## src/rtl/mesi_isc_coherence_monitor.sv

```systemverilog
// MESI coherence monitor: single-writer/multi-reader and encoding checks
// across all CPU caches, first-error capture, error counter, write watchdogs.
// Ports: clk, rst (async high), check_en, err_clr, cache_state (CPU-major,
// 4 bits per line), wr_req/wr_done (per CPU) in; err_valid, err_code,
// err_line, err_cpu, err_count, timeout_err out.
module mesi_isc_coherence_monitor #(
  parameter int CPU_COUNT  = 4,
  parameter int LINE_COUNT = 10,
  parameter int TIMEOUT    = 64,
  parameter int ERR_CNT_W  = 16,
  localparam int LW = (LINE_COUNT > 1) ? $clog2(LINE_COUNT) : 1,
  localparam int CW = $clog2(CPU_COUNT)
) (
  input  logic                           clk,
  input  logic                           rst,
  input  logic                           check_en,
  input  logic                           err_clr,
  input  logic [CPU_COUNT*LINE_COUNT*4-1:0] cache_state,
  input  logic [CPU_COUNT-1:0]           wr_req,
  input  logic [CPU_COUNT-1:0]           wr_done,
  output logic                           err_valid,
  output logic [1:0]                     err_code,
  output logic [LW-1:0]                  err_line,
  output logic [CW-1:0]                  err_cpu,
  output logic [ERR_CNT_W-1:0]           err_count,
  output logic [CPU_COUNT-1:0]           timeout_err
);

  localparam int TW = $clog2(TIMEOUT);
  localparam logic [TW-1:0] T_LAST = TW'(TIMEOUT - 1);

  localparam logic [3:0] ST_M = 4'b1001;
  localparam logic [3:0] ST_E = 4'b0101;
  localparam logic [3:0] ST_S = 4'b0011;
  localparam logic [3:0] ST_I = 4'b0000;

  typedef enum logic [1:0] {
    WD_IDLE,
    WD_WAIT,
    WD_EXP
  } wd_t;

  logic          any_err;
  logic [1:0]    cap_code;
  logic [LW-1:0] cap_line;
  logic [CW-1:0] cap_cpu;

  // Lines and CPUs are scanned from the top down so the last hit,
  // which wins, is the lowest index.
  always_comb begin : chk
    logic          ill;
    logic          me;
    logic          seen;
    logic          two;
    logic [CW-1:0] ill_cpu;
    logic [CW-1:0] me_cpu;
    logic [3:0]    s;
    any_err  = 1'b0;
    cap_code = 2'd0;
    cap_line = '0;
    cap_cpu  = '0;
    ill      = 1'b0;
    me       = 1'b0;
    seen     = 1'b0;
    two      = 1'b0;
    ill_cpu  = '0;
    me_cpu   = '0;
    s        = ST_I;
    for (int l = LINE_COUNT - 1; l >= 0; l--) begin
      ill     = 1'b0;
      me      = 1'b0;
      seen    = 1'b0;
      two     = 1'b0;
      ill_cpu = '0;
      me_cpu  = '0;
      for (int c = CPU_COUNT - 1; c >= 0; c--) begin
        s = cache_state[(c*LINE_COUNT+l)*4 +: 4];
        if (s != ST_M && s != ST_E &&
            s != ST_S && s != ST_I) begin
          ill     = 1'b1;
          ill_cpu = CW'(c);
        end
        if (s == ST_M || s == ST_E) begin
          me     = 1'b1;
          me_cpu = CW'(c);
        end
        if (s != ST_I) begin
          two  = two | seen;
          seen = 1'b1;
        end
      end
      if (check_en && (ill || (me && two))) begin
        any_err  = 1'b1;
        cap_code = ill ? 2'd2 : 2'd1;
        cap_cpu  = ill ? ill_cpu : me_cpu;
        cap_line = LW'(l);
      end
    end
  end

  wd_t                  wd_q   [CPU_COUNT];
  wd_t                  wd_d   [CPU_COUNT];
  logic [TW-1:0]        tmr_q  [CPU_COUNT];
  logic [TW-1:0]        tmr_d  [CPU_COUNT];
  logic [CPU_COUNT-1:0] expire;

  always_comb begin
    expire = '0;
    for (int c = 0; c < CPU_COUNT; c++) begin
      wd_d[c]  = wd_q[c];
      tmr_d[c] = tmr_q[c];
      if (!check_en) begin
        wd_d[c]  = WD_IDLE;
        tmr_d[c] = '0;
      end else begin
        unique case (wd_q[c])
          WD_IDLE: begin
            if (wr_req[c]) begin
              wd_d[c]  = WD_WAIT;
              tmr_d[c] = '0;
            end
          end
          WD_WAIT: begin
            if (wr_done[c]) begin
              wd_d[c] = WD_IDLE;
            end else if (tmr_q[c] == T_LAST) begin
              wd_d[c]   = WD_EXP;
              expire[c] = 1'b1;
            end else begin
              tmr_d[c] = tmr_q[c] + 1'b1;
            end
          end
          WD_EXP: begin
            if (wr_done[c]) wd_d[c] = WD_IDLE;
          end
          default: wd_d[c] = WD_IDLE;
        endcase
      end
    end
  end

  always_ff @(posedge clk or posedge rst) begin
    if (rst) begin
      for (int c = 0; c < CPU_COUNT; c++) begin
        wd_q[c]  <= WD_IDLE;
        tmr_q[c] <= '0;
      end
    end else begin
      for (int c = 0; c < CPU_COUNT; c++) begin
        wd_q[c]  <= wd_d[c];
        tmr_q[c] <= tmr_d[c];
      end
    end
  end

  // A clear and a new error in the same cycle: the error lands after
  // the clear, so the capture reloads and the count restarts at 1.
  always_ff @(posedge clk or posedge rst) begin
    if (rst) begin
      err_valid   <= 1'b0;
      err_code    <= 2'd0;
      err_line    <= '0;
      err_cpu     <= '0;
      err_count   <= '0;
      timeout_err <= '0;
    end else begin
      if (err_clr) begin
        err_valid <= 1'b0;
        err_code  <= 2'd0;
        err_line  <= '0;
        err_cpu   <= '0;
        err_count <= '0;
      end
      if (any_err && (!err_valid || err_clr)) begin
        err_valid <= 1'b1;
        err_code  <= cap_code;
        err_line  <= cap_line;
        err_cpu   <= cap_cpu;
      end
      if (any_err) begin
        if (err_clr)
          err_count <= ERR_CNT_W'(1);
        else if (!(&err_count))
          err_count <= err_count + 1'b1;
      end
      timeout_err <= (err_clr ? '0 : timeout_err) | expire;
    end
  end

endmodule

```

## config.mk

```make
export PLATFORM = sky130hd
export DESIGN_NAME = mesi_isc_coherence_monitor
export DESIGN_NICKNAME = d
export VERILOG_FILES = /design/src/rtl/mesi_isc_coherence_monitor.sv
export SDC_FILE = /design/constraint.sdc
export NUM_CORES = 1
export LEC_CHECK = 0
export ABC_AREA = 1
export CORE_ASPECT_RATIO = 2
export CORE_MARGIN = 10
export CORE_UTILIZATION = 53
export CTS_BUF_LIST = sky130_fd_sc_hd__clkbuf_4
export CTS_CLUSTER_DIAMETER = 30
export DETAILED_ROUTE_END_ITERATION = 12
export PLACE_DENSITY_LB_ADDON = 0.1
export SLEW_MARGIN = 20
export SYNTH_ARGS = -nofsm -noshare
export SYNTH_HDL_FRONTEND = slang
export SYNTH_SLANG_ARGS = --single-unit
```

## constraint.sdc

```tcl
create_clock -name clk -period 6.1 [get_ports clk]
set_clock_uncertainty 0.05 [all_clocks]
set_input_delay 0.915 -clock clk [delete_from_list [all_inputs] [get_ports clk]]
set_output_delay 0.915 -clock clk [all_outputs]
set_load 0.01 [all_outputs]
```

==> results.toml <==
[synthesis]
avgSynthCellArea_sq_um = 6.139
synth_area_sq_mm = 0.006544
ys_types = 52
ys_seq_area_share_pct = 23.33
synth_edf_count = 0
synth_ff_type = "dfrtp_1"
ys_warn_count = 0
ys_seq_elements = 61
synthCells = 1066
synth_fp_nets = 1243
synthArstFlopShare_pct = 100.0

[sta]
relSlewSlack_pct = 47.33
fmaxAchievable_ghz = 0.3171
fin_crit_sh_pct = 51.70
worst_pin_slew_ns = 0.7901
hold_viol_final = 0
drv_slew = 0
rsz0062_at_grt = "no"
setup_violations = 0
min_period_ns = 3.154
fin_setup_tns_ns = 0

[placed_design]
dp.cells = 1410
portBuffers = 200
globalplace.congestion = 0.9017
hpwl_microns = 16680
place_area_sq_mm = 0.008718

[routing]
wl_per_cell_microns = 13.59
vias_per_cell = 5.351
drtIter0Drc = 186
wl_microns = 19430
num_vias = 7647
drt-pass1-iter-count = 4
drtAntennaViolNets = 0
drc_errors = 0

[floorplanning]
dieArea_sq_mm = 0.01746
core-area_sq_mm = 0.01212
die_h_microns = 177.1
initial_utilization_pct = 53.97
die_width_microns = 98.57
io_pins = 201
num_rows = 57

[setup_path]
cp_cell_sequence = "clkdlybuf4s50_1 -> buf_4 -> inv_2 -> a31oi_1 -> o211ai_1 -> nand2_4 -> nor2_4 -> nand2_4 -> nor2_4 -> nand2_4 -> nand3_4 -> nor2_4 -> nand3_4 -> nor2_2 -> nand4_1 -> a21oi_1"
crit_type = "input pin to register"
cp_top_family = "buffers and inverters"
critPathLaunchType = "input pin"
arrival_ns = 3.45
endpoint_kind = "register"
crit_buf_inv = 3
crit_slowest_cell = "clkdlybuf4s50_1"
path_max_fanout = 24
r2r_slack_ns = 3.64
worst-endpoint-required_ns = 6.39
critical_path.max_stage_delay_ns = 0.45

[power]
vdd_drop_max_mv = 0.1335
power.internal_uw = 824.9
switching_power_uw = 407.3
combPwrFrac_pct = 35.1
pwr-share-seq_pct = 35.1
p_total_uw = 1232
p_sw_share_pct = 33.06
clkPwrFrac_pct = 29.8
power_density_mw_per_mm2 = 138.3
leakagePower_uw = 0.004156

[cts]
cts.path.max_buffers = 2
cts-root-buf = "clkbuf_4"
htree_levels = 3
clk_latency_ns = 0.42
cts_tree = "done"
clock_sinks = 61
cts_buffers = 9
cts_resized = 0
holdBufCountCts = 0
cts_setup_buffers = 0
clk_pin_slew_worst_paths_ns = 0.12

[finish]
final_nets = 1451
syn_to_final_growth_pct = 36.12
design_area_sq_mm = 0.008907
fillerInstances = 1039
drive_gt1_share_pct = 10.95
instances_no_fill = 1429
final_core_utilization_pct = 73.47

[status]
status = "finished, final reports clean"

[global_route]
grt_max_degree = 62
grt_pass1_wl_microns = 32430
grt_use_total_pct = 21.68
grt_overflow = 0
grt_antenna_before_repair = 3
grt_pass1_vias = 7668

[flow_run]
max_cap_violations = 0

[hold_path]
hold_path.class = "register to register"
==> power by group through the flow <==
| stage | clock [uW] | combinational, uW | sequential [uW] |
|---|---|---|---|
| after detailed placement | 0 | 431 | 440 |
| after floorplan | 0 | 231 | 440 |
| final | 367 | 433 | 433 |
| after global routing | 386 | 485 | 434 |
| after CTS | 369 | 434 | 432 |
| after global placement | 0 | 423 | 439 |
==> worst min-delay path, cell delays in order, from the launching register on <==
cell     delay [ns]
dfrtp_1        0.36
nand2_1        0.05
o21ai_0        0.06
==> per-layer routing <==
layer / up-vias / track usage [%] / share of wire, %
li1: 3967 / - / -
met4: 0 / 10.08 / 3.2
met2: 163 / 44.10 / 58
met3: 40 / 3.050 / 3.9
met5: - / 0 / 0
met1: 3477 / 19.95 / 35
==> final timing paths <==
| path | start | depth (start not counted) | to |
|---|---|---|---|
| worst min-delay path | timeout_err[0] | 2 | timeout_err[0] |
| worst max register to register | err_count[1] | 15 | err_count[15] |
| worst max-delay path | check_en | 16 | err_count[11] |
| max in group asynchronous | rst | 3 | timeout_err[0] |
| min in group asynchronous | rst | 3 | tmr_q[16] |
| worst min register to register | timeout_err[0] | 2 | timeout_err[0] |
==> flip-flops by register name, indices dropped and copies added (netlist names) <==
| name | flops |
|---|---|
| err_code | 2 |
| err_count | 16 |
| err_cpu | 2 |
| err_line | 4 |
| err_valid | 1 |
| timeout_err | 4 |
| tmr_q | 24 |
| wd_q | 8 |
==> cells in the final DEF, fill, tap and decap left out, types with 10 or more instances in the layout <==
cell / n
nor3_1: 26
nand2_2: 23
inv_1: 148
nand2_1: 252
dfrtp_1: 61
nand3_1: 120
nor3_2: 10
nor2_4: 11
nand4_1: 17
nor2_2: 20
inv_2: 22
o21ai_1: 12
clkdlybuf4s50_1: 200
o21ai_0: 52
nor2_1: 124
a21oi_1: 59
==> kinds of logic (layout without fill, tap and decap cells) <==
kind of cell	after synthesis	after routing	share of synthesized area [%]
AO/OA/AOI/OAI	173	173	15.64
buffers and inverters	175	388	10.15
AND/OR/NAND/NOR	648	648	49.39
flip-flops	61	61	23.33
XOR/XNOR	4	4	0.5353
adder cells (fa/ha/maj)	5	5	0.9560
other	0	3	0
==> Yosys cell counts, types with 2 or more instances <==
master	n	share of area, %
nand2_1	252	14
inv_1	149	8.5
nor2_1	124	7.1
nand3_1	120	9.2
dfrtp_1	61	23
a21oi_1	59	4.5
o21ai_0	52	4.0
nor3_1	26	2.0
nand2_2	23	2.2
inv_2	21	1.2
nor2_2	20	1.9
nand4_1	17	1.6
o21ai_1	12	0.92
nor2_4	11	1.9
nor3_2	10	1.5
nand3b_1	9	1.0
nand3_2	7	1.1
o211ai_1	7	0.80
nand2_4	6	1.0
a21oi_2	5	0.67
a31oi_1	5	0.48
ha_1	5	0.96
nor3b_1	5	0.57
a32o_1	4	0.61
xor2_1	4	0.54
a221oi_1	3	0.40
clkbuf_1	3	0.17
nand3_4	3	0.80
nand3b_4	3	0.92
nor4_1	3	0.29
o21ai_2	3	0.40
o22ai_1	3	0.29
a21boi_0	2	0.23
a21o_1	2	0.23
a22oi_1	2	0.23
a31o_2	2	0.27
a41oi_1	2	0.27
buf_4	2	0.23
nand3b_2	2	0.34
nand4_2	2	0.38
nor3_4	2	0.50
o2111ai_1	2	0.27
o21a_1	2	0.23
==> area by class of cell <==
type                    count  area (sq um)  area share, %
inverters                 170         638.1          7.164
flip-flops and latches     61          1526          17.14
clock inverters             7         113.9          1.278
well taps                 147         183.9          2.065
repair buffers            202          2017          22.64
diodes                      3         7.507        0.08428
clock buffers               9         67.56         0.7585
multi-input cells         830          4353          48.87
==> through the flow <==
| stage | worst slack [ns] | hold slack (ns) |
|---|---|---|
| final | 2.946 | 0.4418 |
| after global routing | 2.675 | 0.4837 |
| after CTS | 2.925 | 0.4481 |
| after detailed placement | 2.535 | 0.4260 |
| after global placement | 2.582 | 0.4188 |
| after floorplan | 3.404 | 0.4160 |
Note: power is estimated with default switching activity, not from simulation.
